===== src/rtl/pow8_pkg.sv =====
// Shared types and helpers for the eighth-root decode pipeline.
// Holds the stage bundle and the squaring-chain pow8 function.
package pow8_pkg;

  localparam int DATA_W = 32;
  localparam int ROOT_W = 4;

  typedef struct packed {
    logic              valid;
    logic [DATA_W-1:0] value;
    logic [ROOT_W-1:0] partial;
  } stage_t;

  function automatic logic [DATA_W-1:0] pow8(
    input logic [ROOT_W-1:0] x
  );
    logic [7:0]  sq1;
    logic [15:0] sq2;
    logic [31:0] sq3;
    sq1 = 8'(x) * 8'(x);
    sq2 = 16'(sq1) * 16'(sq1);
    sq3 = 32'(sq2) * 32'(sq2);
    return sq3;
  endfunction

endpackage


===== src/rtl/pow8_root_stage.sv =====
// One binary-search step of the eighth-root decoder.
// Tries bit K on top of the incoming partial root.
module pow8_root_stage
  import pow8_pkg::*;
#(
  parameter int K = 0
) (
  input  logic   clk,
  input  logic   rst_n,
  input  logic   en,
  input  stage_t d,
  output stage_t q
);

  localparam logic [ROOT_W-1:0] BIT_K = ROOT_W'(1) << K;

  logic [ROOT_W-1:0] cand;
  logic              keep;
  stage_t            nxt;

  always_comb begin
    cand = d.partial | BIT_K;
    keep = pow8(cand) <= d.value;
    nxt  = d;
    if (keep) nxt.partial = cand;
  end

  always_ff @(posedge clk or negedge rst_n) begin
    if (!rst_n) begin
      q <= '0;
    end else if (en) begin
      q <= nxt;
    end
  end

endmodule


===== src/rtl/pow8_root_pipe.sv =====
// Pipelined floor(value^(1/8)) decoder with exact flag.
// Single global enable stalls every stage on output backpressure.
module pow8_root_pipe
  import pow8_pkg::*;
(
  input  logic              clk,
  input  logic              rst_n,
  input  logic [DATA_W-1:0] in_data,
  input  logic              in_valid,
  output logic              in_ready,
  output logic [ROOT_W-1:0] out_root,
  output logic              out_exact,
  output logic              out_valid,
  input  logic              out_ready,
  output logic              busy
);

  logic   en;
  logic   exact_d;
  stage_t chain [0:ROOT_W];
  stage_t last;

  assign en       = !out_valid || out_ready;
  assign in_ready = en;
  assign chain[0] = {in_valid, in_data, ROOT_W'(0)};

  // chain[i] feeds the stage deciding bit ROOT_W-1-i
  for (genvar gi = 0; gi < ROOT_W; gi++) begin : g_stage
    pow8_root_stage #(
      .K(ROOT_W - 1 - gi)
    ) u_stage (
      .clk  (clk),
      .rst_n(rst_n),
      .en   (en),
      .d    (chain[gi]),
      .q    (chain[gi+1])
    );
  end

  assign last    = chain[ROOT_W];
  assign exact_d = pow8(last.partial) == last.value;

  always_ff @(posedge clk or negedge rst_n) begin
    if (!rst_n) begin
      out_valid <= 1'b0;
      out_root  <= '0;
      out_exact <= 1'b0;
    end else if (en) begin
      out_valid <= last.valid;
      if (last.valid) begin
        out_root  <= last.partial;
        out_exact <= exact_d;
      end
    end
  end

  always_comb begin
    busy = out_valid;
    for (int i = 1; i <= ROOT_W; i++) begin
      busy = busy | chain[i].valid;
    end
  end

endmodule

===== config.mk =====
export PLATFORM = sky130hd
export DESIGN_NAME = pow8_root_pipe
export DESIGN_NICKNAME = d
export VERILOG_FILES = /design/src/rtl/pow8_pkg.sv /design/src/rtl/pow8_root_stage.sv /design/src/rtl/pow8_root_pipe.sv
export SDC_FILE = /design/constraint.sdc
export NUM_CORES = 1
export LEC_CHECK = 0
export BUFFER_PORTS_ARGS = -buffer_cell sky130_fd_sc_hd__clkbuf_2
export CORE_ASPECT_RATIO = 0.9
export CORE_MARGIN = 4
export CORE_UTILIZATION = 50
export CTS_BUF_LIST = sky130_fd_sc_hd__clkbuf_8
export DETAILED_ROUTE_END_ITERATION = 16
export PLACE_DENSITY = 0.64
export REMOVE_ABC_BUFFERS = 1
export SLEW_MARGIN = 20
export SYNTH_ARGS = -nofsm -noshare
export SYNTH_HDL_FRONTEND = slang
export SYNTH_SLANG_ARGS = --single-unit

===== constraint.sdc =====
create_clock -name clk -period 12.4 [get_ports clk]
set_input_delay 1.24 -clock clk [delete_from_list [all_inputs] [get_ports clk]]
set_output_delay 1.24 -clock clk [all_outputs]
set_load 0.05 [all_outputs]

==> results.yml, run 1 <==
yosys:
  synth_cell_types: 75
  synth_edf_count: 0
  synthFlopType: "dfrtp_1"
  yosysWarnings: 0
  syn_inst: 2513
  synth-seq-cells: 148
  ys_seq_area_share_pct: 16.91
  synthArstFlopShare_pct: 100.0
  syn_area_mm2: 0.02190
  avgSynthCellArea_um2: 8.716
worst_setup_path:
  cp_slowest_cell: "fa_1"
  rrSetupSlack_ps: 310
  slowest_delay_ps: 530
  worstPathMaxFanout: 6
  worstSetupPathType: "reg2reg"
  crit_path_frequent_cell: "fa_1"
  worst_setup_path_start_kind: "register"
  path_delay_family: "adder cells"
  crit_buf_inv: 12
  crit_path_end_kind: "register"
  cp.arrival_ps: 12470
  worstPathRequired_ps: 12770
detailed_routing:
  first_iter_violations: 1011
  drt_pre_antenna_iters: 5
  viasPerCell: 5.390
  vias: 17100
  route.detailed.drc: 0
  ant_nets: 0
  routed_wirelength_um: 53430
  wl_per_cell_um: 16.84
clock_tree:
  cts_sinks: 148
  clk_latency_ps: 450
  clk_path_buf_depth: 2
  cts_tree: "done"
  h-tree-depth: 4
  root_buffer: "clkbuf_8"
  cts_hold_buf: 0
  cts_buffers: 17
  clkTransAtPathRegs_ps: 90
final_layout:
  seqCellArea_mm2: 0.003704
  antennaDiodeCount: 0
  drive_gt1_share_pct: 8.021
  fillers: 4002
  final_nets: 3251
  multiInputGateArea_mm2: 0.01666
  syn_to_final_growth_pct: 8.672
grt:
  grt_max_degree: 100
  grt_pass1_vias: 17190
  grt_antenna_before_repair: 0
  grt_util_all_layers_pct: 22.81
  grt_overflow: 0
  grt_pass1_wl_um: 87860
floorplanning:
  num_rows: 72
  start_util_pct: 50.76
  fp.dieH_um: 206.6
  die-area_mm2: 0.04722
  coreArea_mm2: 0.04315
  io_pins: 44
  die_x_um: 228.6
sta:
  final.setup.tns_ps: 0
  setup_viol: 0
  drv_slew: 0
  finalHoldViolCount: 0
  clock.fmax_mhz: 82.69
  tightest_slew_ps: 1086
  worst_slack_ps: 307.0
  period_minus_slack_ps: 12090
  post-route-period-util_pct: 97.52
  clock_skew_ps: 16.72
  slew_headroom_pct: 26.92
  rsz0062_at_grt: "yes"
flow_run:
  drv_cap: 0
placement:
  hpwl_um: 44470
  numPortBuffers: 43
  dp_slack_ps: -226.1
  gp_congestion: 0.9037
outcome:
  status: "finished clean"
worst_hold_path:
  min_path_type: "reg2reg"
-- what timing repair did --
| item | in CTS | in global routing |
|---|---|---|
| pin swaps | 4 | 19 |
| resized for setup | 11 | 30 |
| buffers inserted | 2 | 4 |
| endpoints found under the setup margin | 1 | 2 |
-- worst paths after layout --
path	startpoint	to	depth (start not counted)
worst max-delay path	g_stage[2].u_stage.q[2]	g_stage[3].u_stage.q[0]	53
worst min-delay path	g_stage[3].u_stage.q[6]	g_stage[3].u_stage.q[6]	2
worst max register to register	g_stage[2].u_stage.q[2]	g_stage[3].u_stage.q[0]	53
worst min register to register	g_stage[3].u_stage.q[6]	g_stage[3].u_stage.q[6]	2
max in group asynchronous	rst_n	g_stage[2].u_stage.q[10]	3
min in group asynchronous	rst_n	g_stage[0].u_stage.q[31]	1
-- final cells by class --
type                       count  area share (%)
clock inverter                14          0.6150
tap                          555           2.918
inverter                     416           6.576
sequential                   148           15.56
clock buffer                  17          0.9830
multi-input combinational   1907           70.02
timing repair buffer         116           3.333
-- logic make-up (layout without fill, tap and decap cells) --
| group | Yosys count | after routing | synth area share (%) |
|---|---|---|---|
| and+or+nand+nor | 729 | 729 | 14.52 |
| xor gates and xnor gates | 129 | 129 | 5.159 |
| adders and majority gates | 609 | 609 | 42.67 |
| DFF | 148 | 148 | 16.91 |
| buffers and inverters | 484 | 563 | 8.352 |
| AOI/OAI and AO/OA | 400 | 400 | 11.74 |
| other | 2 | 28 | 0.03429 |
| muxes | 12 | 12 | 0.6170 |
-- cells in the mapped netlist, types with 5 or more instances --
master	number	area share (%)
nor2_1	201	3.4
a211oi_1	13	0.45
a21oi_1	68	1.6
o31ai_1	9	0.31
nand3_1	28	0.64
a31o_2	8	0.32
a2111oi_0	5	0.20
and2_1	22	0.63
inv_1	407	7.0
dfrtp_1	148	17
nor3_1	33	0.75
fa_1	230	21
clkbuf_1	61	1.0
a31oi_1	16	0.46
a21o_1	57	2.0
clkinv_1	5	0.086
or2_2	5	0.14
nand2_1	340	5.8
ha_1	379	22
mux2_2	8	0.41
or4_1	6	0.21
nor4_1	16	0.46
nand4_1	13	0.37
o21bai_1	9	0.31
nor2b_1	21	0.60
xor2_1	49	2.0
xnor2_1	80	3.2
o211ai_1	9	0.31
nand2b_1	23	0.66
o21a_1	13	0.45
o21ai_0	132	3.0
and3_1	6	0.17
o311ai_0	5	0.20
-- worst register-to-register path, delay by kind of cell (launching register included) --
| kind | cells | cell delay [ps] |
|---|---|---|
| buf+inv | 12 | 970 |
| compound gates | 12 | 2590 |
| fa+ha+maj | 17 | 6510 |
| simple gates | 10 | 1260 |
| flops | 1 | 390 |
| xor+xnor | 2 | 290 |
-- layout by cell type (no fill, tap or decap), types with 5 or more instances in the layout --
cell type	count
inv_1	404
ha_1	373
nand2_1	339
fa_1	229
nor2_1	200
dfrtp_1	148
o21ai_0	129
xnor2_1	76
buf_4	71
a21oi_1	64
a21o_1	57
xor2_1	45
clkbuf_2	42
nor3_1	32
conb_1	28
nand3_1	27
nand2b_1	23
and2_1	22
nor2b_1	19
clkbuf_8	17
nor4_1	16
a31oi_1	15
nand4_1	13
o21a_1	13
a211oi_1	13
o21bai_1	9
o31ai_1	9
o211ai_1	9
a31o_2	8
mux2_2	8
and3_1	6
inv_2	6
o21ai_1	6
or4_1	6
or2_2	5
inv_6	5
-- metrics by stage --
stage | hold WS (ps) | std cells | instance area (um2) | util, %
floorplan | 439.1 | 2471 | 21730 | -
global placement | 455.8 | 3135 | 23150 | 53.65
detailed placement | 461.7 | 3135 | 23150 | 53.65
CTS | 480.3 | 3168 | 23580 | 54.65
global route | 502.8 | 3173 | 23800 | 55.16
finish | 473.9 | 3173 | 23800 | 55.16
-- per-layer routing --
| layer | part of all wire, % | wire length (um) | GRT usage [%] |
|---|---|---|---|
| met2 | 47 | 24870 | 37.61 |
| met1 | 47 | 25160 | 32.85 |
| met3 | 4.8 | 2572 | 2.895 |
| met5 | 0 | 0 | 0 |
| met4 | 1.5 | 826 | 4.307 |
-- flip-flops by register name (all words and copies together), names as in the netlist --
signal	count
out_valid	1
out_exact	1
out_root	4
g_stage.u_stage.q	142
Power of run 1 is not shown: default switching activity piles up to over one toggle a cycle in this logic, so the estimate is an artifact.
==> run 2, diff against run 1 <==
Settings changed: PLACE_DENSITY 0.64 to unset, PLACE_DENSITY_LB_ADDON set to 0.15.
==> results.yml, run 2 (synthesized netlist as in run 1, its figures left out) <==
sta:
  clock.fmax_mhz: 83.73
  tightest_slew_ps: 965.6
  rsz0062_at_grt: "yes"
  period_minus_slack_ps: 11940
  clock_skew_ps: 19.84
  finalHoldViolCount: 0
  setup_viol: 0
  slew_headroom_pct: 35.63
  final.setup.tns_ps: 0
  drv_slew: 0
  post-route-period-util_pct: 96.32
worst_hold_path:
  min_from: "g_stage[3].u_stage.q[7]"
  holdPathStages: 2
  min_path_type: "reg2reg"
final_layout:
  top_register: "g_stage.u_stage.q"
  largest_reg_flops: 142
  mostFrequentLayoutCells: "402 x inv_1, 365 x ha_1, 338 x nand2_1, 229 x fa_1, 200 x nor2_1"
  reg_top3: "g_stage.u_stage.q: 142 flops, out_root: 4 flops"
  antennaDiodeCount: 0
  mostFrequentLayoutCell: "inv_1"
  syn_to_final_growth_pct: 9.643
  final_nets: 3268
  drive_gt1_share_pct: 9.256
grt:
  grt_pass1_wl_um: 89990
  grt_util_all_layers_pct: 23.30
  grt_antenna_before_repair: 0
  grt_pass1_vias: 17610
  grt_max_degree: 100
  grt_overflow: 0
clock_tree:
  clkTransAtPathRegs_ps: 90
  clk_path_buf_depth: 2
  cts_tree: "done"
  root_buffer: "clkbuf_8"
  cts_buffers: 17
  cts_sinks: 148
  h-tree-depth: 4
  cts_hold_buf: 0
  clk_latency_ps: 460
worst_setup_path:
  cp-endpoint: "g_stage[3].u_stage.q[0]"
  worstPathRequired_ps: 12770
  cp.arrival_ps: 12310
  worstSetupPathType: "reg2reg"
  crit_path_frequent_cell: "fa_1"
  cp_slowest_cell: "fa_1"
  worst_setup_path_start_kind: "register"
  slowest_delay_ps: 600
  reg2reg_depth: 57
  timing.rr.end: "g_stage[3].u_stage.q[0]"
  worstPathMaxFanout: 9
  crit-reg2reg-launch: "g_stage[2].u_stage.q[2]"
  rrSetupSlack_ps: 460
  cp_num_cells: 57
  crit_buf_inv: 12
  critPathLaunch: "g_stage[2].u_stage.q[2]"
  path_delay_family: "adder cells"
  crit_path_end_kind: "register"
flow_run:
  drv_cap: 0
detailed_routing:
  viasPerCell: 5.346
  drt_pre_antenna_iters: 5
  first_iter_violations: 1103
  routed_wirelength_um: 53720
  ant_nets: 0
  vias: 17060
  wl_per_cell_um: 16.83
  route.detailed.drc: 0
floorplanning:
  die_x_um: 228.6
  num_rows: 72
  fp.dieH_um: 206.6
  start_util_pct: 50.76
  io_pins: 44
  die-area_mm2: 0.04722
  coreArea_mm2: 0.04315
placement:
  numPortBuffers: 43
  gp_congestion: 0.8842
  hpwl_um: 44650
outcome:
  status: "finished clean"
run 2: changes by cell type in the layout (fill, tap and decap cells not counted), moves of 2 or more:
cell     delta
buf_4      +17
ha_1        -8
ha_2        +4
ha_4        +4
inv_2       +3
inv_1       -2
o31ai_1     -2
o31ai_2     +2
run 2: timing repair:
item,CTS,global route
gates resized for setup,10,43
gates cloned,0,0
endpoints found under the hold margin,0,0
endpoints found under the setup margin,1,2
pin swaps,5,29
setup buffers,6,8
run 2: worst reg2reg max path: cells and delay by family (launching register included):
kind	cells	cell delay (ps)
buf+inv	12	1150
flops	1	410
compound gates	14	2450
simple gates	10	1240
fa+ha+maj	16	5910
xor+xnor	5	700
run 2: per-stage QoR:
stage / util, % / worst slack [ps] / hold slack, ps / instances / cell area (um2)
after global placement: 53.83 / 75.75 / 456.0 / 3145 / 23230
after detailed placement: 53.84 / -125.7 / 461.7 / 3145 / 23230
final: 55.65 / 456.4 / 476.5 / 3191 / 24010
after global routing: 55.65 / -125.7 / 499.2 / 3191 / 24010
after CTS: 55.02 / 0.8784 / 480.5 / 3183 / 23740
after floorplan: - / -175.9 / 439.1 / 2471 / 21730
run 2: cell type report:
class / count / area (um2)
timing repair buffer: 133 / 904.6
clock buffer: 17 / 234.0
inverter: 416 / 1563
multi-input combinational: 1907 / 16730
sequential: 148 / 3705
clock inverter: 15 / 183.9
tap: 555 / 694.4
fill: 3936 / 19140
run 2: per-layer routing:
metal	vias to the layer above	routed length (um)	share of wire [%]	global-route usage [%]
li1	8389	-	-	-
met1	8283	25980	48	33.90
met2	341	24910	46	38.76
met3	45	2158	4.0	2.470
met4	0	673	1.3	3.651
met5	-	0	0	0
run 2: worst min-delay path by stage:
stage	to	slack, ps
after floorplan	g_stage[3].u_stage.q[5]	440
after global placement	g_stage[3].u_stage.q[6]	460
after detailed placement	g_stage[3].u_stage.q[7]	460
after CTS	g_stage[3].u_stage.q[7]	480
after global routing	g_stage[3].u_stage.q[7]	500
final	g_stage[3].u_stage.q[7]	480
Power of run 2 is left out for the same reason.
==> run 3, diff against run 2 <==
Settings changed: MAX_ROUTING_LAYER set to met4.
==> results.yml, run 3 (synthesized netlist as in run 1, its figures left out) <==
clock_tree:
  cts_sinks: 148
  clk_path_buf_depth: 2
  root_buffer: "clkbuf_8"
  cts_tree: "done"
  clk_latency_ps: 460
  h-tree-depth: 4
  clkTransAtPathRegs_ps: 100
  cts_hold_buf: 0
  cts_buffers: 17
placement:
  placed_cells: 3143
  gp_congestion: 0.9067
  placed_cell_area_mm2: 0.02323
  hpwl_um: 44770
  numPortBuffers: 43
sta:
  clock_skew_ps: 17.56
  finalHoldViolCount: 0
  clock.fmax_mhz: 83.00
  period_minus_slack_ps: 12050
  tightest_slew_ps: 917.3
  post-route-period-util_pct: 97.17
  rsz0062_at_grt: "yes"
  drv_slew: 0
  slew_headroom_pct: 38.84
  setup_viol: 0
flow_run:
  drv_cap: 0
grt:
  grt_pass1_wl_um: 90750
  grt_util_all_layers_pct: 24.26
  grt_antenna_before_repair: 1
  grt_overflow: 0
  grt_max_degree: 105
  grt_pass1_vias: 17760
detailed_routing:
  wl_per_cell_um: 16.85
  route.detailed.drc: 0
  drt_pre_antenna_iters: 5
  viasPerCell: 5.338
  routed_wirelength_um: 53670
  vias: 17010
  first_iter_violations: 752
  ant_nets: 0
final_layout:
  layout.cells.non_filler: 3186
  final_nets: 3262
  top_register: "g_stage.u_stage.q"
  drive_gt1_share_pct: 8.859
  mostFrequentLayoutCell: "inv_1"
  reg_top3: "g_stage.u_stage.q: 142 flops, out_root: 4 flops"
  mostFrequentLayoutCells: "404 x inv_1, 370 x ha_1, 338 x nand2_1, 228 x fa_1, 198 x nor2_1"
  final_area_mm2: 0.02397
  syn_to_final_growth_pct: 9.460
  largest_reg_flops: 142
worst_setup_path:
  crit-reg2reg-launch: "g_stage[2].u_stage.q[2]"
  worstSetupPathType: "reg2reg"
  reg2reg_depth: 57
  crit_path_end_kind: "register"
  rrSetupSlack_ps: 350
  cp.arrival_ps: 12420
  worst_setup_path_start_kind: "register"
  worstPathRequired_ps: 12780
  cp_slowest_cell: "fa_1"
  timing.rr.end: "g_stage[3].u_stage.q[0]"
  slowest_delay_ps: 540
  worstPathMaxFanout: 6
worst_hold_path:
  min_path_type: "reg2reg"
  hold_end: "g_stage[3].u_stage.q[7]"
  holdPathStages: 2
  min_from: "g_stage[3].u_stage.q[7]"
floorplanning:
  num_rows: 72
  start_util_pct: 50.76
  die_x_um: 228.6
  die-area_mm2: 0.04722
  fp.dieH_um: 206.6
  coreArea_mm2: 0.04315
  io_pins: 44
outcome:
  status: "finished clean"
[run 3: changes by cell type in the layout (fill, tap and decap cells not counted), moves of 2 or more]
cell / delta
buf_4: -7
clkinv_4: -2
ha_1: +5
ha_2: -3
ha_4: -2
inv_1: +2
inv_2: -3
nor2_1: -2
nor2_2: +2
xnor2_2: -2
[run 3: area by class of cell]
type | instances | area, um2
Sequential cell | 148 | 3705
Timing Repair Buffer | 127 | 872.1
Fill cell | 4004 | 19180
Clock buffer | 17 | 234.0
Clock inverter | 15 | 185.2
Antenna cell | 1 | 2.502
Multi-Input combinational cell | 1907 | 16720
Tap cell | 555 | 694.4
Inverter | 416 | 1565
[run 3: worst max-delay path by stage]
stage | from | to | slack [ps] | depth (start not counted)
4_1_cts | g_stage[2].u_stage.q[2] | g_stage[3].u_stage.q[0] | 40 | 56
3_3_place_gp | g_stage[2].u_stage.q[1] | g_stage[3].u_stage.q[0] | 110 | 52
2_1_floorplan | g_stage[2].u_stage.q[1] | g_stage[3].u_stage.q[0] | -180 | 54
3_5_place_dp | g_stage[2].u_stage.q[2] | g_stage[3].u_stage.q[0] | -280 | 54
6_report | g_stage[2].u_stage.q[2] | g_stage[3].u_stage.q[0] | 350 | 57
5_1_grt | g_stage[2].u_stage.q[2] | g_stage[3].u_stage.q[0] | -250 | 56
[run 3: timing repair]
| item | CTS | global route |
|---|---|---|
| setup buffers | 4 | 6 |
| pin swaps | 9 | 28 |
| endpoints found under the setup margin | 1 | 2 |
| resized for setup | 14 | 38 |
[run 3: critical path: cells and delay by family (launching register included)]
family | cells | cell delay (ps)
adders and majority gates | 17 | 6020
AOI/OAI and AO/OA | 17 | 3110
and+or+nand+nor | 8 | 1050
buffers and inverters | 11 | 900
xor gates and xnor gates | 4 | 450
DFF | 1 | 420
[run 3: metal layers]
layer,track usage (%),up-vias,routed length (um)
met5,-,-,0
met4,4.679,0,969
met3,3.115,61,2094
met2,38.77,324,24770
met1,33.79,8227,25830
li1,-,8396,-
[run 3: per-stage QoR]
| step | TNS (ps) | utilization (%) | hold WS, ps | worst slack [ps] |
|---|---|---|---|---|
| floorplan | -175.9 | - | 439.1 | -175.9 |
| global placement | 0 | 53.82 | 456.9 | 106.1 |
| detailed placement | -282.4 | 53.84 | 467.4 | -282.4 |
| CTS | 0 | 55.00 | 488.8 | 35.84 |
| global route | -246.0 | 55.56 | 514.5 | -246.0 |
| finish | 0 | 55.56 | 489.4 | 351.5 |
Power of run 3 is left out for the same reason.
